==> config.mk <==
export PLATFORM = sky130hd
export DESIGN_NAME = conv_window_sched
export DESIGN_NICKNAME = d
export VERILOG_FILES = /design/src/rtl/conv_window_sched.sv
export SDC_FILE = /design/constraint.sdc
export NUM_CORES = 1
export LEC_CHECK = 0
export BUFFER_PORTS_ARGS = -buffer_cell sky130_fd_sc_hd__buf_2
export CELL_PAD_IN_SITES_DETAIL_PLACEMENT = 0
export CELL_PAD_IN_SITES_GLOBAL_PLACEMENT = 2
export CORE_MARGIN = 5
export CORE_UTILIZATION = 36
export CTS_CLUSTER_SIZE = 20
export DETAILED_ROUTE_END_ITERATION = 8
export PLACE_DENSITY_LB_ADDON = 0.2
export SKIP_LAST_GASP = 1
export SYNTH_ARGS = -nofsm -noshare
export SYNTH_HDL_FRONTEND = slang
export SYNTH_SLANG_ARGS = --single-unit
==> constraint.sdc <==
create_clock -name clk -period 6.4 [get_ports clk]
set_input_delay 0 -clock clk [delete_from_list [all_inputs] [get_ports clk]]
set_output_delay 0 -clock clk [all_outputs]
set_load 0.03 [all_outputs]
==> src/rtl/conv_window_sched.sv <==
`default_nettype none
// ============================================================================
// Module   : conv_window_sched
// Brief    : Walks an IMG_W x IMG_H image in raster order. For each window it
//            fetches a 3x3 pixel window, runs it through an external MAC, and
//            streams the 32-bit results out.
// Revision : 1.0 - initial release
// ============================================================================
module conv_window_sched #(
    parameter int IMG_W  = 8,
    parameter int IMG_H  = 8,
    parameter int ADDR_W = 16
) (
    input  logic              clk,
    input  logic              rst,
    input  logic              start,
    output logic              busy,
    output logic              done,
    output logic              mem_rd_en,
    output logic [ADDR_W-1:0] mem_addr,
    input  logic [7:0]        mem_rd_data,
    output logic              mac_start,
    output logic [71:0]       mac_window,
    input  logic              mac_done,
    input  logic [31:0]       mac_result,
    output logic              out_valid,
    input  logic              out_ready,
    output logic [31:0]       out_data,
    output logic [15:0]       out_row,
    output logic [15:0]       out_col
);

    localparam logic [ADDR_W-1:0] c_IMG_W    = ADDR_W'(IMG_W);
    localparam logic [15:0]       c_LAST_COL = 16'(IMG_W - 3);
    localparam logic [15:0]       c_LAST_ROW = 16'(IMG_H - 3);
    localparam logic [3:0]        c_LAST_FC  = 4'd9;
    localparam logic [3:0]        c_LAST_RD  = 4'd8;

    typedef enum logic [2:0] {
        S_IDLE  = 3'd0,
        S_FETCH = 3'd1,
        S_ISSUE = 3'd2,
        S_WAIT  = 3'd3,
        S_OUT   = 3'd4,
        S_DONE  = 3'd5
    } state_t;

    state_t            r_state;
    logic [15:0]       r_row;
    logic [15:0]       r_col;
    logic [3:0]        r_fc;
    logic              r_busy;
    logic              r_done;
    logic              r_rd_en;
    logic [ADDR_W-1:0] r_addr;
    logic              r_mac_start;
    logic [71:0]       r_window;
    logic              r_out_valid;
    logic [31:0]       r_out_data;
    logic [15:0]       r_out_row;
    logic [15:0]       r_out_col;

    logic              w_last_win;
    logic [15:0]       w_next_row;
    logic [15:0]       w_next_col;
    logic [3:0]        w_fc_nxt;

    // Address of window pixel k (row-major inside the 3x3 window).
    function automatic logic [ADDR_W-1:0] f_addr(input logic [15:0] row,
                                                 input logic [15:0] col,
                                                 input logic [3:0]  k);
        logic [1:0] dy;
        logic [1:0] dx;
        if (k >= 4'd6) begin
            dy = 2'd2;
            dx = 2'(k - 4'd6);
        end else if (k >= 4'd3) begin
            dy = 2'd1;
            dx = 2'(k - 4'd3);
        end else begin
            dy = 2'd0;
            dx = k[1:0];
        end
        return (ADDR_W'(row) + ADDR_W'(dy)) * c_IMG_W + ADDR_W'(col) + ADDR_W'(dx);
    endfunction

    always_comb begin
        w_last_win = (r_row == c_LAST_ROW) && (r_col == c_LAST_COL);
        w_fc_nxt   = r_fc + 4'd1;
        w_next_row = r_row;
        w_next_col = r_col + 16'd1;
        if (r_col == c_LAST_COL) begin
            w_next_row = r_row + 16'd1;
            w_next_col = 16'd0;
        end
    end

    always_ff @(posedge clk or posedge rst) begin
        if (rst) begin
            r_state     <= S_IDLE;
            r_row       <= 16'd0;
            r_col       <= 16'd0;
            r_fc        <= 4'd0;
            r_busy      <= 1'b0;
            r_done      <= 1'b0;
            r_rd_en     <= 1'b0;
            r_addr      <= '0;
            r_mac_start <= 1'b0;
            r_window    <= 72'd0;
            r_out_valid <= 1'b0;
            r_out_data  <= 32'd0;
            r_out_row   <= 16'd0;
            r_out_col   <= 16'd0;
        end else begin
            case (r_state)
                S_IDLE: begin
                    if (start) begin
                        r_row   <= 16'd0;
                        r_col   <= 16'd0;
                        r_fc    <= 4'd0;
                        r_busy  <= 1'b1;
                        r_rd_en <= 1'b1;
                        r_addr  <= f_addr(16'd0, 16'd0, 4'd0);
                        r_state <= S_FETCH;
                    end
                end
                S_FETCH: begin
                    // Read data for slot fc-1 arrives one cycle after its strobe.
                    for (int k = 0; k < 9; k++) begin
                        if (r_fc == 4'(k + 1))
                            r_window[8*k +: 8] <= mem_rd_data;
                    end
                    if (r_fc == c_LAST_FC) begin
                        r_mac_start <= 1'b1;
                        r_state     <= S_ISSUE;
                    end else begin
                        r_fc <= w_fc_nxt;
                        if (w_fc_nxt <= c_LAST_RD) begin
                            r_rd_en <= 1'b1;
                            r_addr  <= f_addr(r_row, r_col, w_fc_nxt);
                        end else begin
                            r_rd_en <= 1'b0;
                        end
                    end
                end
                S_ISSUE: begin
                    r_mac_start <= 1'b0;
                    r_state     <= S_WAIT;
                end
                S_WAIT: begin
                    if (mac_done) begin
                        r_out_data  <= mac_result;
                        r_out_row   <= r_row;
                        r_out_col   <= r_col;
                        r_out_valid <= 1'b1;
                        r_state     <= S_OUT;
                    end
                end
                S_OUT: begin
                    if (out_ready) begin
                        r_out_valid <= 1'b0;
                        if (w_last_win) begin
                            r_busy  <= 1'b0;
                            r_done  <= 1'b1;
                            r_state <= S_DONE;
                        end else begin
                            r_row   <= w_next_row;
                            r_col   <= w_next_col;
                            r_fc    <= 4'd0;
                            r_rd_en <= 1'b1;
                            r_addr  <= f_addr(w_next_row, w_next_col, 4'd0);
                            r_state <= S_FETCH;
                        end
                    end
                end
                S_DONE: begin
                    r_done  <= 1'b0;
                    r_state <= S_IDLE;
                end
                default: r_state <= S_IDLE;
            endcase
        end
    end

    assign busy       = r_busy;
    assign done       = r_done;
    assign mem_rd_en  = r_rd_en;
    assign mem_addr   = r_addr;
    assign mac_start  = r_mac_start;
    assign mac_window = r_window;
    assign out_valid  = r_out_valid;
    assign out_data   = r_out_data;
    assign out_row    = r_out_row;
    assign out_col    = r_out_col;

endmodule
`default_nettype wire

### Yosys cells after proc, flatten, opt, wreduce, memory -nomap -nowiden

Index checks and enable logic that the tools add are counted.

| word-level totals | value |
|---|---|
| bits in registers | 196 |
| output and inout port bits | 157 |

| cells by class | value |
|---|---|
| add/subtract/negate cells | 11 |
| order comparisons | 3 |
| equality and inequality tests | 24 |
| mux-type cells | 55 |
| reduce and logical (&&, ||, !) cells | 25 |

Operators by type and width:

| cell | number |
|---|---|
| two-way mux 16 bit | 11 |
| case mux 16 bit (2 select lines) | 2 |
| case mux 16 bit (3 select lines) | 1 |
| adder 16 x 1 -> 16 bit (second input constant) | 2 |
| adder 16 bit | 2 |
| adder 16 x 2 -> 16 bit | 2 |
| equality test 16 x 3 -> 1 bit (second input constant) | 2 |
| adder 13 x 2 -> 13 bit | 2 |
| two-way mux 2 bit | 12 |
| AND reduction 2 bit | 11 |
| equality test 4 x 3 -> 1 bit (second input constant) | 4 |
| two-way mux 4 bit | 4 |
| inequality test 2 bit (second input constant) | 8 |
| two-way mux 3 bit | 5 |
| case mux 3 bit (5 select lines) | 1 |
| two-way mux 1 bit | 13 |
| case mux 4 bit (3 select lines) | 1 |
| AND reduction 4 bit | 3 |
| equality test 4 x 2 -> 1 bit (second input constant) | 2 |
| equality test 4 bit (second input constant) | 2 |
| case mux 1 bit (2 select lines) | 4 |
| nonzero test 2 bit | 4 |
| equality test 3 x 2 -> 1 bit (second input constant) | 2 |
| equality test 3 bit (second input constant) | 2 |
| other kinds (14) | 16 |

### Depth between registers and ports, before layout

Gate-level depths: netlist of the first run.

| depth | value |
|---|---|
| depth in word-level cells | 13 |
| depth in mapped cells | 21 |
| mapped depth without buffers | 20 |

### Worst setup path before layout of the first run

OpenSTA, ideal clock, no wires.

| timing path | value |
|---|---|
| path kind | flip-flop to flip-flop |
| start | register r_fc[0] |
| end | register r_addr[15], in the netlist mem_addr[15] |
| arrival | 4.234 ns |
| required time | 6.274 ns |
| slack | 2.040 ns |
| cell stages (with the launch flop) | 22 |
| buffers on the path | 1 |
| period minus slack after synthesis | 4.360 ns |
| path through | dfrtp_1 > clkbuf_1 > inv_1 > ha_1 > inv_1 > o22ai_1 > a221o_1 > nor2_1 > ha_1 > inv_1 > fa_1 > nor2_1 > nand2_1 > xnor2_1 > ha_1 > o21ai_0 > nand2b_1 > and3_1 > a21oi_1 > o21ai_0 > xnor2_1 > a221o_1 |

| between the ends | value |
|---|---|
| cells in the longest elaborated chain, start to end | 13 |
| elaborated cells between the ends (all ways) | 26 |
| classes of those cells | add/sub (6); order compare (3); eq/ne (3); mux (13); reduce/logical (1) |

RTL lines:

| element | line | RTL |
|---|---|---|
| start, declared | 51 | `logic [3:0] r_fc;` |
| start signal, assigned | 137 | `r_fc <= w_fc_nxt;` |
| adder 4 x 1 -> 4 bit | 89 | `w_fc_nxt = r_fc + 4'd1;` |
| greater-or-equal comparator 4 x 2 -> 1 bit | 77 | `end else if (k >= 4'd3) begin` |
| two-way mux 1 bit | 77 |  |
| two-way mux 2 bit | 74 | `if (k >= 4'd6) begin` |
| two-way mux 2 bit | 138 | `if (w_fc_nxt <= c_LAST_RD) begin` |
| two-way mux 2 bit | 133 | `if (r_fc == c_LAST_FC) begin` |
| two-way mux 2 bit | 115 | `case (r_state)` |
| adder 13 x 2 -> 13 bit | 84 | `return (ADDR_W'(row) + ADDR_W'(dy)) * c_IMG_W + ADDR_W'(col) + ADDR_W'(dx);` |
| adder 16 bit | 84 |  |
| adder 16 x 2 -> 16 bit | 84 |  |
| two-way mux 16 bit | 138 |  |
| two-way mux 16 bit | 133 |  |
| case mux 16 bit (3 select lines) | 115 |  |
| end signal, assigned | 123 | `r_addr <= f_addr(16'd0, 16'd0, 4'd0);` |
| end signal, assigned | 140 | `r_addr <= f_addr(r_row, r_col, w_fc_nxt);` |
| end signal, assigned | 171 | `r_addr <= f_addr(w_next_row, w_next_col, 4'd0);` |
| end, declared | 55 | `logic [ADDR_W-1:0] r_addr;` |

Parallel ways exist; a longest one is shown, timed or not. The select of a mux whose other input is x is not followed.
A chain may end at the register's enable or synchronous reset.

### Final worst setup path of the first run

Same ends and word-level chain as after synthesis.

==> results.py, run 1 <==
metrics = {
    "yosys": {
        "synth-edff-count": 0,
        "yosys_register_bits": 196,
        "synth_cell_types": 63,
        "yosys-top-cells-count": "dfrtp_1, mux2_2, nand2_1",
        "synth-seq-area-share": 0.491,
        "synth_area_leader_cell": "dfrtp_1",
        "ys_async_sr_fraction": 1.00,
        "syn_area_um2": 9990,
        "ys.flop_type": "dfrtp_1",
        "yosys_warnings": 0,
        "yosys-top-cells-area": "dfrtp_1, mux2_2, ha_1",
        "synthCells": 910,
        "yosysMostFrequentCell": "dfrtp_1",
        "synth.avg_cell_area_um2": 11.0,
        "synth_top_area_share": 0.491,
        "syn_nets": 996,
    },
    "routing": {
        "drtPass1Iterations": 5,
        "drc_errors": 0,
        "wl_per_cell_um": 19.3,
        "vias_per_cell": 5.07,
        "finalWirelength_um": 29500,
        "vias": 7762,
        "postRouteAntennaNets": 0,
        "drt_iter0_markers": 348,
    },
    "worst_hold_path": {
        "hold_class": "primary input to async pin",
    },
    "global_route": {
        "grt-ovfl-total": 0,
        "grt_max_degree": 135,
        "grt_pass1_vias": 8089,
        "antenna_found_initial": 0,
        "track_usage": 0.190,
        "grt_first_pass_wirelength_um": 46900,
    },
    "clock_tree": {
        "clock_latency_ns": 0.44,
        "clockBufferDepth": 2,
        "clkSlewWorstSetupHoldPaths_ns": 0.09,
        "cts_hold_buf": 45,
        "post_cts_buffers": 0,
        "cts_tree": "yes",
        "cts_made_buffers": 17,
        "cts_num_sinks": 196,
        "cts_resized": 0,
        "htree_levels": 4,
        "ctsRootBufferMaster": "clkbuf_16",
    },
    "critical_path": {
        "critPathKind": "register to register",
        "rrSetupSlack_ns": 1.62,
        "cp_data_required_time_ns": 6.72,
        "critPathMaxStageDelay_ns": 0.52,
        "cp-startpoint": "r_fc[0]",
        "timing.rr.start": "r_fc[0]",
        "cp_slowest_cell": "dfrtp_1",
        "crit_fanout": 10,
        "critPathArrivalTime_ns": 5.10,
        "endpoint_kind": "register",
        "worstSetupStartpointType": "register",
        "path_cells": "inv_1 > ha_1 > inv_1 > o22ai_1 > a221o_1 > nor2_1 > ha_1 > inv_1 > fa_1 > nor2_1 > nand2_1 > xnor2_1 > ha_1 > o21ai_0 > nand2b_1 > and3_1 > a21oi_1 > o21ai_0 > xnor2_1 > a221o_1",
    },
    "die": {
        "core_um2": 27600,
        "ios": 202,
        "die_y_um": 177,
        "fp-row-count": 61,
        "start_util": 0.362,
        "die_area_um2": 31200,
        "die_w_um": 177,
    },
    "timing": {
        "setup_viol": 0,
        "worst_pin_slew_ns": 1.03,
        "min_period_ns": 4.78,
        "fmax_ghz": 0.209,
        "finalCritPeriodShare": 0.747,
        "max_slew_margin": 0.316,
        "fin_skew_ns": 0.0172,
        "tns_ns": 0,
        "final_hold_viol_count": 0,
        "rsz0062_at_grt": "no",
        "slew_viol_final": 0,
    },
    "placement": {
        "dpl.hpwl_um": 21000,
        "port_buffers": 201,
        "gp_congestion": 0.861,
    },
    "layout": {
        "drive_above_1_share": 0.340,
        "antenna_cells": 0,
        "area_delta_synth_final_pct": 24.9,
        "nets": 1227,
        "nFillCells": 2729,
    },
    "power_and_ir_drop": {
        "finalPower_mw": 5.14,
        "power.density_nw_per_um2": 412,
        "power.leakage_nw": 6.04,
        "irDropWorstVdd_uv": 289,
    },
    "job": {
        "maxCapViolations": 0,
    },
    "outcome": {
        "outcome": "complete, no violations",
    },
}
-- layout by cell type, fill, tap and decap left out, types with 10 or more instances in the layout --
master         synthesis  layout
dlygate4sd3_1          0      45
nand2_1               99      99
ha_1                  38      38
dfrtp_1              196     196
nor2_1                45      45
xnor2_1               32      32
o31ai_1               12      12
mux2_2               132     132
nand3_1               22      22
clkbuf_16              0      17
inv_1                 27      26
nand4_1               10      10
xor2_1                25      25
buf_2                  3     201
o21ai_0               75      75
a21oi_1               30      30
-- power by group --
group	internal [mW]	switching (mW)	total, mW
Clock	0.556	0.616	1.17
Sequential	1.60	0.220	1.82
Combinational	0.724	1.42	2.14
Total	2.88	2.26	5.14
-- per-layer routing --
metal	share of wire	track usage
met1	0.46	0.259
met2	0.46	0.306
met3	0.074	0.0582
met4	0.0075	0.0306
met5	0	0
-- path summary, 6_finish.rpt --
| path | endpoint | cells past startpoint |
|---|---|---|
| min in group clk | out_data[6] | 3 |
| hold reg to reg | mem_addr[10] | 2 |
| setup reg to reg | mem_addr[15] | 20 |
| hold / removal | mem_addr[0] | 3 |
| max in group asynchronous | out_data[14] | 4 |
| setup / recovery | mem_addr[15] | 20 |
-- cell type report --
| cell class | instances | area, um2 | share of cell area |
|---|---|---|---|
| Multi-Input combinational cell | 645 | 4820 | 0.387 |
| Clock buffer | 17 | 425 | 0.0341 |
| Timing Repair Buffer | 254 | 1520 | 0.122 |
| Sequential cell | 196 | 4900 | 0.393 |
| Tap cell | 378 | 473 | 0.0379 |
| Inverter | 27 | 109 | 0.00873 |
| Clock inverter | 15 | 223 | 0.0179 |
-- critical path, delay by kind of cell, from the launching register on --
| kind | cells | cell delay (ns) |
|---|---|---|
| flops | 1 | 0.52 |
| simple gates | 5 | 0.72 |
| fa+ha+maj | 4 | 1.37 |
| xor+xnor | 2 | 0.40 |
| compound gates | 6 | 1.41 |
| buf+inv | 3 | 0.24 |
-- cell families (layout without fill, tap and decap cells) --
group                      Yosys count  in the layout  synth area share
AOI/OAI and AO/OA                  180            180             0.111
muxes                              133            133             0.150
DFF                                196            196             0.491
xor gates and xnor gates            58             58            0.0524
buffers and inverters               69            313            0.0278
and+or+nand+nor                    233            233             0.114
adders and majority gates           41             41            0.0536
-- state kept, by name, indices dropped and copies added (netlist names) --
signal and cells:
r_col 16, out_valid 1, out_data 32, mem_rd_en 1
r_fc 4, out_col 16, mac_start 1, out_row 16
busy 1, r_state 3, done 1, r_row 16
mac_window 72, mem_addr 16
-- metrics by stage --
| stage | setup slack, ns | cell area [um2] | hold WS (ns) | utilization | std cells |
|---|---|---|---|---|---|
| CTS | 1.62 | 12500 | 0.299 | 0.451 | 1532 |
| detailed placement | 1.62 | 11400 | 0.237 | 0.412 | 1455 |
| floorplan | 1.06 | 9990 | 0.151 | - | 910 |
| global route | 1.24 | 12500 | 0.305 | 0.451 | 1532 |
| global placement | 1.73 | 11400 | 0.230 | 0.412 | 1455 |
| finish | 1.62 | 12500 | 0.218 | 0.451 | 1532 |
Power figures use the tool's default switching activity.
==> inputs of run 2 (changes only) <==
--- a/config.mk
+++ b/config.mk
@@ -9,7 +9,7 @@
 export CELL_PAD_IN_SITES_DETAIL_PLACEMENT = 0
 export CELL_PAD_IN_SITES_GLOBAL_PLACEMENT = 2
 export CORE_MARGIN = 5
-export CORE_UTILIZATION = 36
+export CORE_UTILIZATION = 32
 export CTS_CLUSTER_SIZE = 20
 export DETAILED_ROUTE_END_ITERATION = 8
 export PLACE_DENSITY_LB_ADDON = 0.2
==> constraint.sdc (replaced) <==
create_clock -name clk -period 4.2 [get_ports clk]
set_input_delay 0 -clock clk [delete_from_list [all_inputs] [get_ports clk]]
set_output_delay 0 -clock clk [all_outputs]
set_load 0.03 [all_outputs]
==> run 2 against run 1 <==
Effect of this change: global-route usage shrank 1.4 points; maximum frequency grew 19%; combinational power grew 61%; first-iteration DRC count grew 29%; core utilization shrank 2.7 points; total power grew 53%; clock power grew 43%; non-clock buffer count grew 64; sequential power grew 51%; worst hold slack gained 0.026 ns; sequential share of layout area shrank 1.7 points; largest cell class unchanged.
==> results.py, run 2 (same netlist as run 1, synthesis figures left out) <==
metrics = {
    "timing": {
        "finalCritPeriodShare": 0.953,
        "final_hold_viol_count": 0,
        "setup_slack_ns": 0.198,
        "worst_pin_slew_ns": 1.04,
        "max_slew_margin": 0.305,
        "hold_ws_ns": 0.244,
        "fin_skew_ns": 0.0114,
        "min_period_ns": 4.00,
        "rsz0062_at_grt": "yes",
        "slew_viol_final": 0,
        "fmax_ghz": 0.250,
        "setup_viol": 0,
    },
    "layout": {
        "nets": 1291,
        "instances_no_fill": 1615,
        "multi_input_comb_area_um2": 4890,
        "drive_above_1_share": 0.386,
        "layout_commonest_cell": "buf_2",
        "finish.utilization": 0.425,
        "largest_register_ffs": 72,
        "regArea_um2": 4900,
        "layout_common_cells": "buf_2, dfrtp_1, mux2_2, nand2_1, o21ai_0",
        "nFillCells": 2955,
        "area_delta_synth_final_pct": 30.4,
    },
    "placement": {
        "gp_congestion": 0.805,
        "place_ws_ns": -0.0529,
        "port_buffers": 201,
        "dp.cells": 1531,
        "dpl.hpwl_um": 22700,
    },
    "clock_tree": {
        "cts_tree": "yes",
        "htree_levels": 4,
        "clkSlewWorstSetupHoldPaths_ns": 0.08,
        "clockBufferDepth": 2,
        "clock_latency_ns": 0.44,
        "cts_made_buffers": 17,
        "cts_num_sinks": 196,
        "ctsRootBufferMaster": "clkbuf_16",
    },
    "power_and_ir_drop": {
        "power.density_nw_per_um2": 604,
        "clock_power_share": 0.212,
        "power.switching_mw": 3.39,
        "power.leakage_nw": 6.35,
        "swShare": 0.431,
        "power_frac_seq": 0.349,
        "p_comb_frac": 0.438,
        "p_int_mw": 4.48,
        "irDropWorstVdd_uv": 409,
    },
    "critical_path": {
        "crit_buf_inv": 2,
        "cp_data_required_time_ns": 4.53,
        "crit_fanout": 4,
        "cp_slowest_cell": "fa_2",
        "worstSetupStartpointType": "register",
        "crit_family": "adder cells",
        "critPathArrivalTime_ns": 4.33,
        "rrSetupSlack_ns": 0.20,
        "endpoint_kind": "register",
        "crit_top_cell": "ha_1",
        "critPathMaxStageDelay_ns": 0.42,
        "critPathKind": "register to register",
        "path_cells": "buf_4 > ha_1 > and3_1 > a221o_1 > nor2_2 > ha_1 > inv_1 > fa_2 > nor2_2 > nand2_1 > xnor2_2 > ha_1 > o21ai_2 > nand2b_1 > and3_1 > a21oi_2 > o21ai_1 > xnor2_1 > a221o_1",
    },
    "die": {
        "die_y_um": 187,
        "start_util": 0.326,
        "die_w_um": 187,
        "core_um2": 30700,
        "ios": 202,
        "fp-row-count": 64,
        "die_area_um2": 34900,
    },
    "job": {
        "maxCapViolations": 0,
    },
    "worst_hold_path": {
        "hold_class": "primary input to async pin",
    },
    "outcome": {
        "outcome": "complete, no violations",
    },
    "routing": {
        "vias_per_cell": 4.99,
        "finalWirelength_um": 31000,
        "drtPass1Iterations": 5,
        "wl_per_cell_um": 19.2,
        "drc_errors": 0,
        "vias": 8059,
        "drt_iter0_markers": 448,
        "postRouteAntennaNets": 0,
    },
    "global_route": {
        "grt-ovfl-total": 0,
        "grt_first_pass_wirelength_um": 49600,
        "antenna_found_initial": 1,
        "grt_pass1_vias": 8522,
        "grt_max_degree": 109,
        "track_usage": 0.176,
    },
}
run 2: what timing repair did:
item,CTS,global route
setup buffers,0,6
endpoints found under the setup margin,2,7
pin swaps,1,8
hold buffers,45,0
resized for setup,1,15
hold endpoints to repair,135,0
run 2: through the flow:
step                power (mW)  area [um2]   TNS [ns]
finish                    7.86       13000          0
global route              8.34       13000    -0.0977
CTS                       7.93       12900          0
detailed placement        6.17       11900    -0.0813
global placement          6.15       11900  -0.000978
floorplan                 5.03       10000          0
run 2: cell type report:
| cell class | instances | share of cell area |
|---|---|---|
| repair buffers | 318 | 0.156 |
| well taps | 396 | 0.0380 |
| clock inverters | 13 | 0.0115 |
| inverters | 27 | 0.00807 |
| diodes | 1 | 0.000192 |
| multi-input cells | 645 | 0.376 |
| clock buffers | 19 | 0.0340 |
| flip-flops and latches | 196 | 0.376 |
run 2: worst paths after layout:
kind / startpoint / end / cells past startpoint
max in group asynchronous: rst / r_col[3] / 4
worst max-delay path: r_fc[0] / mem_addr[15] / 19
worst max register to register: r_fc[0] / mem_addr[15] / 19
min in group clk: mac_result[16] / out_data[16] / 3
worst min-delay path: rst / r_col[4] / 3
worst min register to register: mem_addr[8] / mem_addr[8] / 2
run 2: worst register-to-register path, cell delays in order (launching register included):
cell and delay (ns):
dfrtp_1 0.41, buf_4 0.15, ha_1 0.23, and3_1 0.19, a221o_1 0.29, nor2_2 0.11, ha_1 0.16, inv_1 0.07
fa_2 0.42, nor2_2 0.14, nand2_1 0.10, xnor2_2 0.17, ha_1 0.34, o21ai_2 0.12, nand2b_1 0.07, and3_1 0.19
a21oi_2 0.17, o21ai_1 0.11, xnor2_1 0.13, a221o_1 0.34
run 2: power by group through the flow:
stage                     Sequential, mW  Clock, mW  Combinational, mW
final                               2.75       1.67               3.45
after global routing                2.83       1.80               3.72
after CTS                           2.75       1.73               3.45
after detailed placement            2.77          0               3.40
after global placement              2.75          0               3.40
after floorplan                     3.79          0               1.24
run 2: per-layer routing:
metal / up-vias / wire, um / part of all wire / GRT usage
met4: 0 / 324 / 0.010 / 0.0370
met5: - / 0 / 0 / 0
met1: 4005 / 14200 / 0.46 / 0.234
li1: 3838 / - / - / -
met2: 198 / 14500 / 0.47 / 0.285
met3: 18 / 1980 / 0.064 / 0.0538
==> inputs of run 3 (changes only) <==
--- a/config.mk
+++ b/config.mk
@@ -8,8 +8,7 @@
 export BUFFER_PORTS_ARGS = -buffer_cell sky130_fd_sc_hd__buf_2
 export CELL_PAD_IN_SITES_DETAIL_PLACEMENT = 0
 export CELL_PAD_IN_SITES_GLOBAL_PLACEMENT = 2
-export CORE_MARGIN = 5
-export CORE_UTILIZATION = 32
+export CORE_UTILIZATION = 36
 export CTS_CLUSTER_SIZE = 20
 export DETAILED_ROUTE_END_ITERATION = 8
 export PLACE_DENSITY_LB_ADDON = 0.2
@@ -17,3 +16,4 @@
 export SYNTH_ARGS = -nofsm -noshare
 export SYNTH_HDL_FRONTEND = slang
 export SYNTH_SLANG_ARGS = --single-unit
+export TNS_END_PERCENT = 1
==> constraint.sdc (replaced) <==
create_clock -name clk -period 3.85 [get_ports clk]
set_input_delay 0 -clock clk [delete_from_list [all_inputs] [get_ports clk]]
set_output_delay 0 -clock clk [all_outputs]
set_load 0.03 [all_outputs]
==> run 3 against run 2 <==
Effect of this change: critical path type unchanged; final cell count is 2.5% higher; core utilization rose by 7.6 points; worst setup slack got worse by 0.25 ns; sequential power grew 8.7%; clock skew rose by 0.013 ns; first-iteration DRC count shrank 39%; clock-buffer cell count down 2; critical path depth fell by 4; the flow now finishes with violations (negative setup slack); highest routed layer unchanged.
==> results.py, run 3 (same netlist as run 1, synthesis figures left out) <==
metrics = {
    "timing": {
        "min_period_ns": 3.90,
        "final_hold_viol_count": 0,
        "hold_ws_ns": 0.250,
        "rsz0062_at_grt": "yes",
        "setup_viol": 3,
        "max_slew_margin": 0.334,
        "tns_ns": -0.0774,
        "setup_slack_ns": -0.0544,
        "fmax_ghz": 0.256,
        "worst_pin_slew_ns": 0.995,
        "fin_skew_ns": 0.0245,
        "finalCritPeriodShare": 1.01,
        "slew_viol_final": 0,
    },
    "power_and_ir_drop": {
        "power_frac_seq": 0.341,
        "irDropWorstVdd_uv": 433,
        "p_int_mw": 4.99,
        "power.density_nw_per_um2": 645,
        "power.switching_mw": 3.78,
        "power.leakage_nw": 6.70,
        "clock_power_share": 0.220,
        "p_comb_frac": 0.439,
        "finalPower_mw": 8.77,
        "swShare": 0.431,
    },
    "critical_path": {
        "crit_fanout": 5,
        "critPathKind": "register to register",
        "worstSetupStartpointType": "register",
        "crit_top_cell": "buf_4",
        "endpoint_kind": "register",
        "cp_data_required_time_ns": 4.18,
        "critPathMaxStageDelay_ns": 0.59,
        "critPathArrivalTime_ns": 4.23,
        "path_cells": "or4_1 > nor4_4 > buf_4 > and2_2 > nor2_1 > ha_1 > fa_1 > a211oi_1 > buf_4 > o21ai_0 > a21oi_1 > o21bai_1 > a31oi_1 > xor3_1 > a221o_1",
        "cp_slowest_cell": "or4_1",
    },
    "placement": {
        "dp.cells": 1570,
        "port_buffers": 201,
        "dpl.hpwl_um": 21400,
        "gp_congestion": 0.833,
        "place_ws_ns": -0.430,
    },
    "die": {
        "fp-row-count": 60,
        "core_um2": 27100,
        "die_y_um": 169,
        "die_w_um": 169,
        "die_area_um2": 28400,
        "start_util": 0.369,
        "ios": 202,
    },
    "global_route": {
        "track_usage": 0.217,
        "grt_pass1_vias": 8448,
        "grt_first_pass_wirelength_um": 47900,
        "grt_max_degree": 165,
        "grt-ovfl-total": 0,
        "antenna_found_initial": 0,
    },
    "clock_tree": {
        "cts_num_sinks": 196,
        "htree_levels": 4,
        "clockBufferDepth": 2,
        "clock_latency_ns": 0.45,
        "ctsRootBufferMaster": "clkbuf_16",
        "clkSlewWorstSetupHoldPaths_ns": 0.09,
        "cts_tree": "yes",
        "cts_made_buffers": 17,
    },
    "routing": {
        "finalWirelength_um": 29700,
        "postRouteAntennaNets": 0,
        "drc_errors": 0,
        "wl_met1_um": 13700,
        "vias_per_cell": 4.95,
        "met3_wirelength_um": 1620,
        "top_layer_used": "met4",
        "vias": 8203,
        "wl_per_cell_um": 18.0,
        "route.met2.wl_um": 13800,
        "drtPass1Iterations": 4,
        "drt_iter0_markers": 274,
    },
    "layout": {
        "layout_common_cells": "buf_2, dfrtp_1, buf_4, mux2_2, nand2_1",
        "layout_commonest_cell": "buf_2",
        "instances_no_fill": 1656,
        "drive_above_1_share": 0.429,
        "nets": 1357,
        "area_delta_synth_final_pct": 36.0,
        "largest_register_ffs": 72,
        "antenna_cells": 0,
    },
    "worst_hold_path": {
        "hold_class": "primary input to async pin",
    },
    "outcome": {
        "outcome": "finished, violations left",
        "violations": "negative setup slack",
    },
    "job": {
        "maxCapViolations": 0,
    },
}
-- run 3: power by group through the flow --
| stage | clock (mW) | combinational [mW] | sequential, mW |
|---|---|---|---|
| final | 1.93 | 3.85 | 2.99 |
| after floorplan | 0 | 1.35 | 4.14 |
| after global routing | 2.05 | 4.14 | 3.07 |
| after CTS | 1.97 | 3.88 | 2.99 |
| after detailed placement | 0 | 3.71 | 3.01 |
| after global placement | 0 | 3.71 | 2.99 |
-- run 3: layer usage --
layer	track usage	vias up
met4	0.0656	0
met5	0	-
met2	0.351	197
met3	0.0496	30
met1	0.288	4015
li1	-	3961
-- run 3: final timing paths --
kind,from,to,slack [ns],depth (start not counted)
max reg2reg,r_col[4],mem_addr[15],-0.05,15
min reg2reg,mem_addr[5],mem_addr[5],0.48,2
max in group asynchronous,rst,r_col[3],2.75,4
min,rst,out_col[2],0.25,4
min in group clk,mac_result[24],out_data[24],0.31,3
max,r_col[4],mem_addr[15],-0.05,15
-- run 3: worst max-delay path, delay by kind of cell, from the launching register on --
kind / cells / cell delay (ns)
AOI/OAI and AO/OA: 6 / 1.21
and+or+nand+nor: 4 / 0.98
adders and majority gates: 2 / 0.63
DFF: 1 / 0.38
buffers and inverters: 2 / 0.34
xor gates and xnor gates: 1 / 0.26
-- run 3: cell type report --
class | count | area, um2
clock inverter | 15 | 214
inverter | 27 | 105
fill | 2489 | 13500
sequential | 196 | 4900
timing repair buffer | 384 | 2520
clock buffer | 17 | 425
multi-input combinational | 645 | 4950
tap | 372 | 465
-- run 3: per-stage QoR --
stage           util  cell area, um2
2_1_floorplan      -            9990
3_5_place_dp   0.453           12300
6_report       0.501           13600
3_3_place_gp   0.453           12300
4_1_cts        0.500           13600
5_1_grt        0.501           13600
-- run 3: what timing repair did --
| item | 4_1_cts | 5_1_grt |
|---|---|---|
| pin swaps | 24 | 18 |
| gates resized for setup | 32 | 7 |
| endpoints found under the setup margin | 8 | 9 |
| hold buffers | 45 | 0 |
| endpoints found under the hold margin | 304 | 0 |
| buffers inserted | 8 | 1 |
